===== src/rtl/mod_multicycle_control.sv =====
// mod_multicycle_control
//   Control unit for a multicycle MIPS datapath with a shared instruction/data
//   memory. A Moore FSM steps each instruction through fetch, decode, execute,
//   memory and writeback. The only input-qualified outputs are ir_write and
//   pc_write in FETCH, which fire on the cycle memory returns the instruction.
//   Supported: R-type, lw, sw, beq, j, jal, addi. Any other opcode traps.
//   A memory wait that runs past MEM_TIMEOUT cycles also traps.
//
// Ports
//   clk, reset_n    : rising-edge clock, asynchronous active-low reset
//   opcode          : IR[31:26], valid from DECODE onward
//   mem_ready       : memory completes the current access this cycle
//   pc_write        : unconditional PC load
//   pc_write_cond   : PC load gated by ALU zero (beq)
//   i_or_d          : memory address select (0 PC, 1 ALUOut)
//   mem_read        : memory read request
//   mem_write       : memory write request
//   ir_write        : instruction register load
//   mem_to_reg      : writeback select (00 ALUOut, 01 MDR, 10 PC)
//   reg_dst         : destination register (00 rt, 01 rd, 10 r31)
//   reg_write       : register file write enable
//   alu_src_a       : ALU A (0 PC, 1 rs)
//   alu_src_b       : ALU B (00 rt, 01 4, 10 imm, 11 imm<<2)
//   alu_op          : 0 add, 1 sub, 2 decode from funct
//   pc_source       : PC source (00 ALU, 01 ALUOut, 10 jump, 11 exception)
//   illegal_op      : one-cycle trap pulse
//   instr_count     : retired-instruction count, wraps
module mod_multicycle_control #(
  parameter int OPCODE_WIDTH = 6,
  parameter int ALU_OP_WIDTH = 3,
  parameter int CNT_WIDTH    = 16,
  parameter int MEM_TIMEOUT  = 15
) (
  input  logic                    clk,
  input  logic                    reset_n,
  input  logic [OPCODE_WIDTH-1:0] opcode,
  input  logic                    mem_ready,
  output logic                    pc_write,
  output logic                    pc_write_cond,
  output logic                    i_or_d,
  output logic                    mem_read,
  output logic                    mem_write,
  output logic                    ir_write,
  output logic [1:0]              mem_to_reg,
  output logic [1:0]              reg_dst,
  output logic                    reg_write,
  output logic                    alu_src_a,
  output logic [1:0]              alu_src_b,
  output logic [ALU_OP_WIDTH-1:0] alu_op,
  output logic [1:0]              pc_source,
  output logic                    illegal_op,
  output logic [CNT_WIDTH-1:0]    instr_count
);

  localparam logic [OPCODE_WIDTH-1:0] OP_RTYPE = OPCODE_WIDTH'(6'h00);
  localparam logic [OPCODE_WIDTH-1:0] OP_J     = OPCODE_WIDTH'(6'h02);
  localparam logic [OPCODE_WIDTH-1:0] OP_JAL   = OPCODE_WIDTH'(6'h03);
  localparam logic [OPCODE_WIDTH-1:0] OP_BEQ   = OPCODE_WIDTH'(6'h04);
  localparam logic [OPCODE_WIDTH-1:0] OP_ADDI  = OPCODE_WIDTH'(6'h08);
  localparam logic [OPCODE_WIDTH-1:0] OP_LW    = OPCODE_WIDTH'(6'h23);
  localparam logic [OPCODE_WIDTH-1:0] OP_SW    = OPCODE_WIDTH'(6'h2B);

  localparam logic [ALU_OP_WIDTH-1:0] ALU_ADD   = '0;
  localparam logic [ALU_OP_WIDTH-1:0] ALU_SUB   = ALU_OP_WIDTH'(1);
  localparam logic [ALU_OP_WIDTH-1:0] ALU_FUNCT = ALU_OP_WIDTH'(2);

  // Wide enough to hold MEM_TIMEOUT; the counter saturates so a disabled
  // timeout never wraps back into a false match.
  localparam int WAIT_W = (MEM_TIMEOUT < 1) ? 1 : $clog2(MEM_TIMEOUT + 1);
  localparam logic [WAIT_W-1:0] TIMEOUT_V = WAIT_W'(MEM_TIMEOUT);

  typedef enum logic [3:0] {
    S_IDLE     = 4'd0,
    S_FETCH    = 4'd1,
    S_DECODE   = 4'd2,
    S_MEM_ADDR = 4'd3,
    S_MEM_RD   = 4'd4,
    S_MEM_WB   = 4'd5,
    S_MEM_WR   = 4'd6,
    S_R_EX     = 4'd7,
    S_R_WB     = 4'd8,
    S_BEQ      = 4'd9,
    S_JMP      = 4'd10,
    S_JAL      = 4'd11,
    S_ADDI_EX  = 4'd12,
    S_ADDI_WB  = 4'd13,
    S_TRAP     = 4'd14
  } state_t;

  state_t                 state_q, state_d;
  logic [WAIT_W-1:0]      wait_q, wait_d;
  logic [CNT_WIDTH-1:0]   cnt_q, cnt_d;
  logic                   timed_out;
  logic                   retire;

  always_comb begin
    state_d   = state_q;
    timed_out = (MEM_TIMEOUT != 0) && (wait_q == TIMEOUT_V);
    case (state_q)
      S_IDLE:     state_d = S_FETCH;
      // mem_ready is tested before the timeout so a late ready still wins.
      S_FETCH: begin
        if (mem_ready)      state_d = S_DECODE;
        else if (timed_out) state_d = S_TRAP;
      end
      S_DECODE: begin
        case (opcode)
          OP_RTYPE:     state_d = S_R_EX;
          OP_LW, OP_SW: state_d = S_MEM_ADDR;
          OP_BEQ:       state_d = S_BEQ;
          OP_J:         state_d = S_JMP;
          OP_JAL:       state_d = S_JAL;
          OP_ADDI:      state_d = S_ADDI_EX;
          default:      state_d = S_TRAP;
        endcase
      end
      S_MEM_ADDR: state_d = (opcode == OP_SW) ? S_MEM_WR : S_MEM_RD;
      S_MEM_RD: begin
        if (mem_ready)      state_d = S_MEM_WB;
        else if (timed_out) state_d = S_TRAP;
      end
      S_MEM_WR: begin
        if (mem_ready)      state_d = S_FETCH;
        else if (timed_out) state_d = S_TRAP;
      end
      S_R_EX:     state_d = S_R_WB;
      S_ADDI_EX:  state_d = S_ADDI_WB;
      S_MEM_WB, S_R_WB, S_ADDI_WB, S_BEQ, S_JMP, S_JAL, S_TRAP:
                  state_d = S_FETCH;
      default:    state_d = S_IDLE;
    endcase

    // Any state change clears the counter, which covers entry to the three
    // waiting states; non-waiting states change every cycle anyway.
    wait_d = wait_q;
    if ((state_d != state_q) || mem_ready) wait_d = '0;
    else if (wait_q != '1)                 wait_d = wait_q + WAIT_W'(1);

    retire = (state_d == S_FETCH) &&
             (state_q inside {S_MEM_WR, S_MEM_WB, S_R_WB, S_ADDI_WB,
                              S_BEQ, S_JMP, S_JAL});
    cnt_d  = retire ? cnt_q + CNT_WIDTH'(1) : cnt_q;
  end

  always_ff @(posedge clk or negedge reset_n) begin
    if (!reset_n) begin
      state_q <= S_IDLE;
      wait_q  <= '0;
      cnt_q   <= '0;
    end else begin
      state_q <= state_d;
      wait_q  <= wait_d;
      cnt_q   <= cnt_d;
    end
  end

  assign instr_count = cnt_q;

  always_comb begin
    pc_write      = 1'b0;
    pc_write_cond = 1'b0;
    i_or_d        = 1'b0;
    mem_read      = 1'b0;
    mem_write     = 1'b0;
    ir_write      = 1'b0;
    mem_to_reg    = 2'b00;
    reg_dst       = 2'b00;
    reg_write     = 1'b0;
    alu_src_a     = 1'b0;
    alu_src_b     = 2'b00;
    alu_op        = ALU_ADD;
    pc_source     = 2'b00;
    illegal_op    = 1'b0;
    case (state_q)
      S_FETCH: begin
        mem_read  = 1'b1;
        alu_src_b = 2'b01;
        // IR and PC+4 are captured only on the cycle the instruction arrives.
        ir_write  = mem_ready;
        pc_write  = mem_ready;
      end
      S_DECODE:   alu_src_b = 2'b11;
      S_MEM_ADDR, S_ADDI_EX: begin
        alu_src_a = 1'b1;
        alu_src_b = 2'b10;
      end
      S_MEM_RD: begin
        mem_read = 1'b1;
        i_or_d   = 1'b1;
      end
      S_MEM_WR: begin
        mem_write = 1'b1;
        i_or_d    = 1'b1;
      end
      S_MEM_WB: begin
        reg_write  = 1'b1;
        mem_to_reg = 2'b01;
      end
      S_ADDI_WB:  reg_write = 1'b1;
      S_R_EX: begin
        alu_src_a = 1'b1;
        alu_op    = ALU_FUNCT;
      end
      S_R_WB: begin
        reg_write = 1'b1;
        reg_dst   = 2'b01;
      end
      S_BEQ: begin
        alu_src_a     = 1'b1;
        alu_op        = ALU_SUB;
        pc_write_cond = 1'b1;
        pc_source     = 2'b01;
      end
      S_JMP: begin
        pc_write  = 1'b1;
        pc_source = 2'b10;
      end
      // r31 receives PC+4, already latched into the PC during FETCH.
      S_JAL: begin
        pc_write   = 1'b1;
        pc_source  = 2'b10;
        reg_write  = 1'b1;
        reg_dst    = 2'b10;
        mem_to_reg = 2'b10;
      end
      S_TRAP: begin
        illegal_op = 1'b1;
        pc_write   = 1'b1;
        pc_source  = 2'b11;
      end
      default: ;
    endcase
  end

endmodule


===== config.mk =====
export PLATFORM = sky130hd
export DESIGN_NAME = mod_multicycle_control
export DESIGN_NICKNAME = d
export VERILOG_FILES = /design/src/rtl/mod_multicycle_control.sv
export SDC_FILE = /design/constraint.sdc
export NUM_CORES = 1
export LEC_CHECK = 0
export BUFFER_PORTS_ARGS = -buffer_cell sky130_fd_sc_hd__buf_2
export CAP_MARGIN = 40
export CORE_MARGIN = 5
export CORE_UTILIZATION = 56
export CTS_CLUSTER_DIAMETER = 80
export DETAILED_ROUTE_END_ITERATION = 10
export GPL_TIMING_DRIVEN = 0
export PLACE_DENSITY = 0.85
export SYNTH_ARGS = -nofsm -noshare
export SYNTH_HDL_FRONTEND = slang
export SYNTH_SLANG_ARGS = --single-unit

===== constraint.sdc =====
create_clock -name clk -period 3.5 [get_ports clk]
set_input_delay 0.175 -clock clk [delete_from_list [all_inputs] [get_ports clk]]
set_output_delay 0.175 -clock clk [all_outputs]
set_load 0.02 [all_outputs]

## Yosys cells after proc, flatten, opt, wreduce, memory -nomap -nowiden

Cells that the tools add are included.

| storage, ports and cells | value |
|---|---|
| register bits after elaboration | 24 |
| bits in latches | 0 |
| bits in writable memories | 0 |
| bits in read-only memories | 0 |
| bits of input ports | 9 |
| output and inout bits | 36 |
| logic and storage cells | 67 |
| memories kept | 0 |

| cells by class | value |
|---|---|
| add/sub/neg operators | 2 |
| multipliers | 0 |
| divide/modulo/power cells | 0 |
| order comparisons | 0 |
| eq/ne operators | 24 |
| shift-type cells | 0 |
| multiplexer cells | 23 |
| bitwise gates (word level) | 0 |
| reduce and logical (&&, ||, !) cells | 15 |

Operators by type and width:

| operator | number |
|---|---|
| $eq 4x4->1 const B | 8 |
| $pmux 4 s8 | 1 |
| $mux 4 | 6 |
| $pmux 4 s6 | 1 |
| $add 16x1->16 const B | 1 |
| $eq 4x3->1 const B | 4 |
| $eq 6x2->1 const B | 2 |
| $eq 6x6->1 const B | 2 |
| $pmux 2 s2 | 3 |
| $pmux 2 s3 | 2 |
| $reduce_or 2->1 | 5 |
| $eq 4x1->1 const B | 2 |
| $eq 4x2->1 const B | 2 |
| $mux 1 | 8 |
| $reduce_or 4->1 | 2 |
| $reduce_or 8->1 | 1 |
| $reduce_bool 7->1 | 1 |
| $eq 6x3->1 const B | 1 |
| $eq 6x4->1 const B | 1 |
| $logic_not 6->1 | 1 |
| $add 4x1->4 const B | 1 |
| $logic_not 4->1 | 1 |
| $ne 4x4->1 | 1 |
| $ne 4x4->1 const B | 1 |
| 6 further kinds | 6 |

## Logic depth before layout (Yosys ltp)

Gate-level depths: netlist of the first run.

| depth | value |
|---|---|
| depth in word-level cells | 7 |
| gate-level depth with buffers | 9 |

## Worst setup path before layout of the first run

No wires, ideal clock.

| timing | value |
|---|---|
| path type | reg-to-reg |
| start | reg wait_q[0] |
| end | reg cnt_q[13], in the netlist instr_count[13] |
| setup time | 0.129 ns |
| arrival | 1.946 ns |
| required time | 3.371 ns |
| path slack | 1.425 ns |
| cell stages (with the launch flop) | 10 |
| path buffers | 2 |
| cell sequence | dfrtp_1 -> ha_1 -> and3_1 -> clkbuf_1 -> o21ai_0 -> nand4_2 -> nor2b_2 -> buf_6 -> nand4_2 -> xnor2_1 |

| on the way | value |
|---|---|
| word-level cells in the longest chain between the ends | 6 |
| elaborated cells between the ends (all ways) | 8 |

RTL lines:

| item | RTL line | RTL |
|---|---|---|
| start: declaration | 91 | `logic [WAIT_W-1:0] wait_q, wait_d;` |
| start signal: assignment | 152 | `wait_q <= wait_d;` |
| $eq 4x4->1 (*) | 98 | `timed_out = (MEM_TIMEOUT != 0) && (wait_q == TIMEOUT_V);` |
| $mux 4 (*) | 104, 120, 124 |  |
| $mux 4, on equally long branches | 123, 103, 119 |  |
| $pmux 4 s8 (*) | 99 | `case (state_q)` |
| named net state_d[1] | 90 | `state_t state_q, state_d;` |
| $eq 4x1->1 (*) | 139 | `retire = (state_d == S_FETCH) &&` |
| $logic_and 1x1->1 (*) | 139 |  |
| end signal: assignment | 153 | `cnt_q <= cnt_d;` |
| end: declaration | 92 | `logic [CNT_WIDTH-1:0] cnt_q, cnt_d;` |

The timed path passes the listed nets; every way through them passes the cells marked *.
A chain may end at the register's enable or synchronous reset.

## Final worst setup path of the first run

| timing | value |
|---|---|
| start | reg wait_q[0] |
| end | reg cnt_q[7], in the netlist instr_count[7] |

The elaborated chain is that of the path after synthesis.

==> results of run 1 <==
[power by group]
part	leakage (nW)	total, W	switching, W	internal, W
Sequential	0.320	0.000394	0.0000549	0.000339
Clock	0.0279	0.000200	0.0000843	0.000116
Combinational	0.577	0.000933	0.000585	0.000348
[cells in the final DEF, fill, tap and decap left out, types with 2 or more instances in the layout]
cell type	Yosys	routed
a21oi_1	6	6
a31oi_1	2	2
and2_1	3	3
and3_1	7	7
and4_1	2	2
buf_2	2	44
buf_4	2	2
buf_6	3	3
clkbuf_1	9	9
clkbuf_4	0	3
dfrtp_1	24	24
ha_1	2	2
inv_1	2	2
mux2i_1	2	2
nand2_1	15	15
nand2b_1	7	7
nand3_1	10	10
nand3b_1	2	2
nand4_1	4	4
nand4_2	2	2
nor2_1	14	14
nor2b_1	3	3
nor3_1	8	8
nor4b_1	2	2
o211ai_1	3	3
o21a_1	2	2
o21ai_0	7	7
o31ai_1	2	2
or2_2	2	2
xnor2_1	13	13
xor2_1	4	4
[routing by layer]
layer / wire length, um / global-route usage
met1: 1630 / 0.262
met2: 1710 / 0.300
met3: 221 / 0.0193
met4: 27 / 0.0458
met5: 0 / 0
[worst min-delay path by stage]
| stage | to | depth (start not counted) | start | slack, ns |
|---|---|---|---|---|
| after floorplan | instr_count[0]$_DFFE_PN0P_ | 0 | reset_n | -0.12 |
| after global placement | instr_count[8]$_DFFE_PN0P_ | 1 | reset_n | 0.18 |
| after detailed placement | instr_count[8]$_DFFE_PN0P_ | 1 | reset_n | 0.19 |
| after CTS | state_q[0]$_DFF_PN0_ | 4 | opcode[4] | 0.25 |
| after global routing | state_q[0]$_DFF_PN0_ | 4 | opcode[4] | 0.29 |
| final | state_q[0]$_DFF_PN0_ | 4 | opcode[4] | 0.26 |
[registers in the layout (all words and copies together), names as in the netlist]
| name | flops |
|---|---|
| instr_count | 16 |
| state_q | 4 |
| wait_q | 4 |
[timing repair]
action / CTS / global route
resized for setup: 0 / 0
hold buffers: 1 / 0
endpoints found under the hold margin: 24 / 0
[stage by stage]
stage | cells | total power [W] | utilization | instance area [um^2] | setup slack, ns
after floorplan | 187 | 0.00109 | - | 1650 | 1.43
after global placement | 260 | 0.00131 | 0.681 | 1890 | 1.23
after detailed placement | 260 | 0.00133 | 0.681 | 1890 | 1.12
after CTS | 265 | 0.00153 | 0.704 | 1960 | 1.09
after global routing | 265 | 0.00165 | 0.704 | 1960 | 0.884
final | 265 | 0.00153 | 0.704 | 1960 | 1.11
[worst min-delay path: cells and delay by family]
family / cells / cell delay, ns
AO/OA/AOI/OAI: 2 / 0.16
buffers and inverters: 1 / 0.10
AND/OR/NAND/NOR: 1 / 0.10
[logic make-up (layout without fill, tap and decap cells)]
kind of cell    count (synthesis)  in the layout  synth area share
mux                             3              3            0.0190
other cells                     1              1           0.00228
compound gates                 32             32             0.137
xor+xnor                       17             17            0.0905
fa+ha+maj                       2              2            0.0152
flops                          24             24             0.365
buf+inv                        18             65            0.0608
simple gates                   90             90             0.310
[cell type report]
cell class | instances | area [um^2]
multi-input cells | 145 | 945
fillers | 218 | 825
flip-flops and latches | 24 | 601
repair buffers | 43 | 220
plain buffers | 16 | 92.6
well taps | 31 | 38.8
clock inverters | 1 | 30.0
clock buffers | 3 | 22.5
inverters | 2 | 7.51
==> flow_summary.yaml, run 1 <==
worst_setup_path:
  crit_fanout: 10
  crit_start: "wait_q[0]$_DFFE_PN0P_"
  crit_chain: "ha_1, and3_1, clkbuf_1, o21ai_0, nand4_2, nor2b_2, buf_6, nand3_1, xnor2_1"
  reg2regPathDepth: 9
  path_class: "reg -> reg"
  reg2reg_to: "instr_count[7]$_DFFE_PN0P_"
  critical_path_buf_inv_count: 2
  cp.depth: 9
  slowest_delay_ns: 0.44
  critPathLaunchType: "flop"
  timing.rr.start: "wait_q[0]$_DFFE_PN0P_"
  cp_top_family: "simple AND/OR/NAND/NOR gates"
  worstPathRequired_ns: 3.71
  arrival_ns: 2.60
  rrSetupSlack_ns: 1.11
  cp-endpoint: "instr_count[7]$_DFFE_PN0P_"
  crit_path_end_kind: "flop"
  slowest_stage: "dfrtp_1"
sta:
  setup_viol: 0
  tns_ns: 0
  slew_viol_final: 0
  max_freq_mhz: 419
  fin_crit_sh: 0.682
  finClkSkew_ns: 0.0129
  tightest_slew_ns: 0.612
  min_period_ns: 2.39
  hold_viol: 0
  hold_slack_ns: 0.264
  rsz0062_at_grt: "false"
  slew_headroom: 0.581
routing:
  drt-pass1-iter-count: 4
  vias: 1515
  vias_per_cell: 5.72
  wl_per_cell_um: 13.6
  drc: 0
  drt_iter0_drc: 65
  ant_nets: 0
  wl_um: 3590
floorplan:
  rows: 19
  die_height_um: 64.2
  fp.coreArea_um2: 2780
  initial_core_util: 0.592
  die_area_um2: 4120
  dieWidth_um: 64.2
  num_io_pins: 45
yosys:
  synth-edff-count: 0
  synth_most_common_cell: "dfrtp_1"
  ys_top_cells_by_area: "dfrtp_1 37%, xnor2_1 6.9%, nand2_1 3.4%, nor2_1 3.2%, nand3_1 3.0%"
  synthTopCellsByCount: "24 x dfrtp_1, 15 x nand2_1, 14 x nor2_1, 13 x xnor2_1, 10 x nand3_1"
  synth.top_cell.area_share: 0.365
  synthCells: 187
  seq_area_frac_synth: 0.365
  async_flop_share: 1.00
  synth_top_cell_by_area: "dfrtp_1"
  yosys_warnings: 0
  yosys_register_bits: 24
  syn_area_um2: 1650
  avgSynthCellArea_um2: 8.80
  ys.flop_type: "dfrtp_1"
  synth.distinct_cells: 51
  syn_nets: 198
layout:
  final_nets: 246
  layout-drive-gt1-share: 0.274
  syn2layout_area_growth_pct: 18.9
  num_antenna_cells: 0
global_routing:
  antenna_found_initial: 0
  overflow: 0
  grt_usage: 0.184
  grt_max_degree: 25
  grt_pass1_wl_um: 6370
  grt_pass1_vias: 1402
clock_network:
  cts_buffer_depth: 2
  cts_root_buf: "clkbuf_4"
  cts_max_level: 1
  cts_tree: "done"
  clock_latency_ns: 0.32
  clkTransAtPathRegs_ns: 0.14
  post-cts-setup-buffers: 0
  cts_buffers: 3
  clkSinkCount: 24
power_and_ir_drop:
  power_leakage_nw: 0.925
  cellPowerDensity_nw_per_um2: 780
  ir_worst_vdd_v: 0.000709
placed_design:
  hpwlAfterDp_um: 2760
  io_buffers: 42
  place.gp.congestion: 0.839
run:
  cap_viol_max_count: 0
run_status:
  status: "complete, no violations"
hold_path:
  hold_class: "in -> reg"
Power figures use the tool's default switching activity.
==> run 2: changes to the inputs <==
Settings changed: CORE_UTILIZATION 56 to 47, PLACE_DENSITY 0.85 to 0.76.
Clock period 3.5 ns to 2.1 ns, I/O delays scaled along.
==> run 2 against run 1 <==
Final cell count increased by 6.8%; global-route usage decreased by 2.0 points; critical path depth decreased by 1; sequential power increased by 67%; via count increased by 0.59%; critical path type unchanged; register-to-register slack got worse by 1.0 ns; sequential cell count unchanged; worst setup slack got worse by 1.0 ns; worst hold slack got worse by 0.089 ns; utilization decreased by 8.1 points; critical endpoint is now instr_count[1]$_DFFE_PN0P_.
==> flow_summary.yaml, run 2 (same netlist as run 1, synthesis figures left out) <==
hold_path:
  hold_class: "in -> reg"
run_status:
  status: "complete, no violations"
clock_network:
  clkSinkCount: 24
  cts_root_buf: "clkbuf_4"
  cts_buffer_depth: 2
  cts_buffers: 3
  cts_max_level: 1
  clock_latency_ns: 0.31
  clkTransAtPathRegs_ns: 0.13
  cts_tree: "done"
global_routing:
  grt_pass1_wl_um: 6670
  grt_pass1_vias: 1417
  antenna_found_initial: 0
  overflow: 0
  grt_usage: 0.164
  grt_max_degree: 25
sta:
  slew_viol_final: 0
  finalWorstSetupSlack_ns: 0.0670
  hold_viol: 0
  hold_slack_ns: 0.176
  max_freq_mhz: 492
  fin_crit_sh: 0.968
  setup_viol: 0
  min_period_ns: 2.03
  slew_headroom: 0.653
  tightest_slew_ns: 0.520
  rsz0062_at_grt: "false"
  finClkSkew_ns: 0.00629
routing:
  wl_um: 3860
  drt_iter0_drc: 99
  vias: 1524
  drt-pass1-iter-count: 4
  drc: 0
  wl_per_cell_um: 13.6
  vias_per_cell: 5.39
  ant_nets: 0
worst_setup_path:
  crit_start: "state_q[2]$_DFF_PN0_"
  reg2regPathDepth: 8
  worstPathRequired_ns: 2.31
  arrival_ns: 2.24
  path_class: "reg -> reg"
  crit_fanout: 9
  critPathLaunchType: "flop"
  timing.rr.start: "state_q[2]$_DFF_PN0_"
  cp-endpoint: "instr_count[1]$_DFFE_PN0P_"
  cp_top_family: "simple AND/OR/NAND/NOR gates"
  slowest_delay_ns: 0.45
  rrSetupSlack_ns: 0.07
  crit_path_end_kind: "flop"
  slowest_stage: "or4_4"
  critical_path_buf_inv_count: 3
  cp.depth: 8
  reg2reg_to: "instr_count[1]$_DFFE_PN0P_"
  crit_chain: "buf_6, or2_1, buf_2, or4_4, nand4_4, nor2b_4, buf_4, mux2_2"
layout:
  final_cell_mix: "46 x buf_2, 24 x dfrtp_1, 14 x nand2_1, 14 x nor2_1, 12 x xnor2_1"
  final_cells: 283
  largest_register_ffs: 16
  layout-drive-gt1-share: 0.354
  final_nets: 249
  layout_commonest_cell: "buf_2"
  num_antenna_cells: 0
  syn2layout_area_growth_pct: 27.3
power_and_ir_drop:
  cellPowerDensity_nw_per_um2: 1330
  power_leakage_nw: 0.977
  ir_worst_vdd_v: 0.000978
placed_design:
  dpl_worst_slack_ns: -0.253
  dpl.cell_count: 275
  place.gp.congestion: 0.812
  io_buffers: 42
  hpwlAfterDp_um: 2860
floorplan:
  dieWidth_um: 69.2
  die_height_um: 69.2
  rows: 21
  num_io_pins: 45
  die_area_um2: 4780
  fp.coreArea_um2: 3360
  initial_core_util: 0.489
run:
  cap_viol_max_count: 0
==> run 2: cell types whose count changed in the layout (fill, tap and decap cells not counted), sizes merged <==
cell    delta
clkbuf     -4
buf        +7
==> run 2: per-stage QoR <==
| step | instance area, um^2 | utilization | setup TNS (ns) | total power, W |
|---|---|---|---|---|
| global route | 2090 | 0.623 | 0 | 0.00300 |
| floorplan | 1650 | - | 0 | 0.00182 |
| detailed placement | 1910 | 0.569 | -2.79 | 0.00223 |
| global placement | 1910 | 0.569 | -2.11 | 0.00221 |
| finish | 2090 | 0.623 | 0 | 0.00278 |
| CTS | 2040 | 0.606 | 0 | 0.00269 |
==> run 2: worst min path at each step <==
stage / start / endpoint / slack (ns) / cells after the start
6_report: opcode[4] / state_q[0]$_DFF_PN0_ / 0.18 / 4
2_1_floorplan: reset_n / instr_count[0]$_DFFE_PN0P_ / -0.19 / 0
3_3_place_gp: reset_n / instr_count[13]$_DFFE_PN0P_ / 0.11 / 1
3_5_place_dp: reset_n / instr_count[13]$_DFFE_PN0P_ / 0.12 / 1
5_1_grt: opcode[4] / state_q[0]$_DFF_PN0_ / 0.20 / 4
4_1_cts: opcode[4] / state_q[0]$_DFF_PN0_ / 0.18 / 4
==> run 2: cell type report <==
cell class	instances	area, um^2
Fill cell	303	1270
Multi-Input combinational cell	145	1030
Sequential cell	24	601
Timing Repair Buffer	48	258
Buffer	14	87.6
Tap cell	46	57.6
Clock inverter	1	30.0
Clock buffer	3	22.5
Inverter	2	7.51
==> run 2: where the power goes <==
part	switching (W)	total, W	internal, W
Clock	0.000133	0.000325	0.000193
Combinational	0.00107	0.00180	0.000721
Sequential	0.0000947	0.000659	0.000564
Total	0.00130	0.00278	0.00148
==> run 2: worst min-delay path, stage by stage <==
cell       delay [ns]
buf_2            0.11
a2111oi_2        0.06
nor2_1           0.09
o21ai_0          0.08
==> run 2: routing by layer <==
| metal | global-route usage | vias to the layer above | wire, um |
|---|---|---|---|
| met1 | 0.236 | 704 | 1780 |
| met5 | 0 | - | 0 |
| met2 | 0.247 | 50 | 1790 |
| li1 | - | 764 | - |
| met4 | 0.0412 | 0 | 52 |
| met3 | 0.0392 | 6 | 243 |
==> run 2: what timing repair did <==
action,CTS,global route
setup buffers,4,1
endpoints found under the setup margin,20,23
hold endpoints to repair,24,0
hold buffers,1,0
gates resized for setup,8,17
pin swaps,1,5
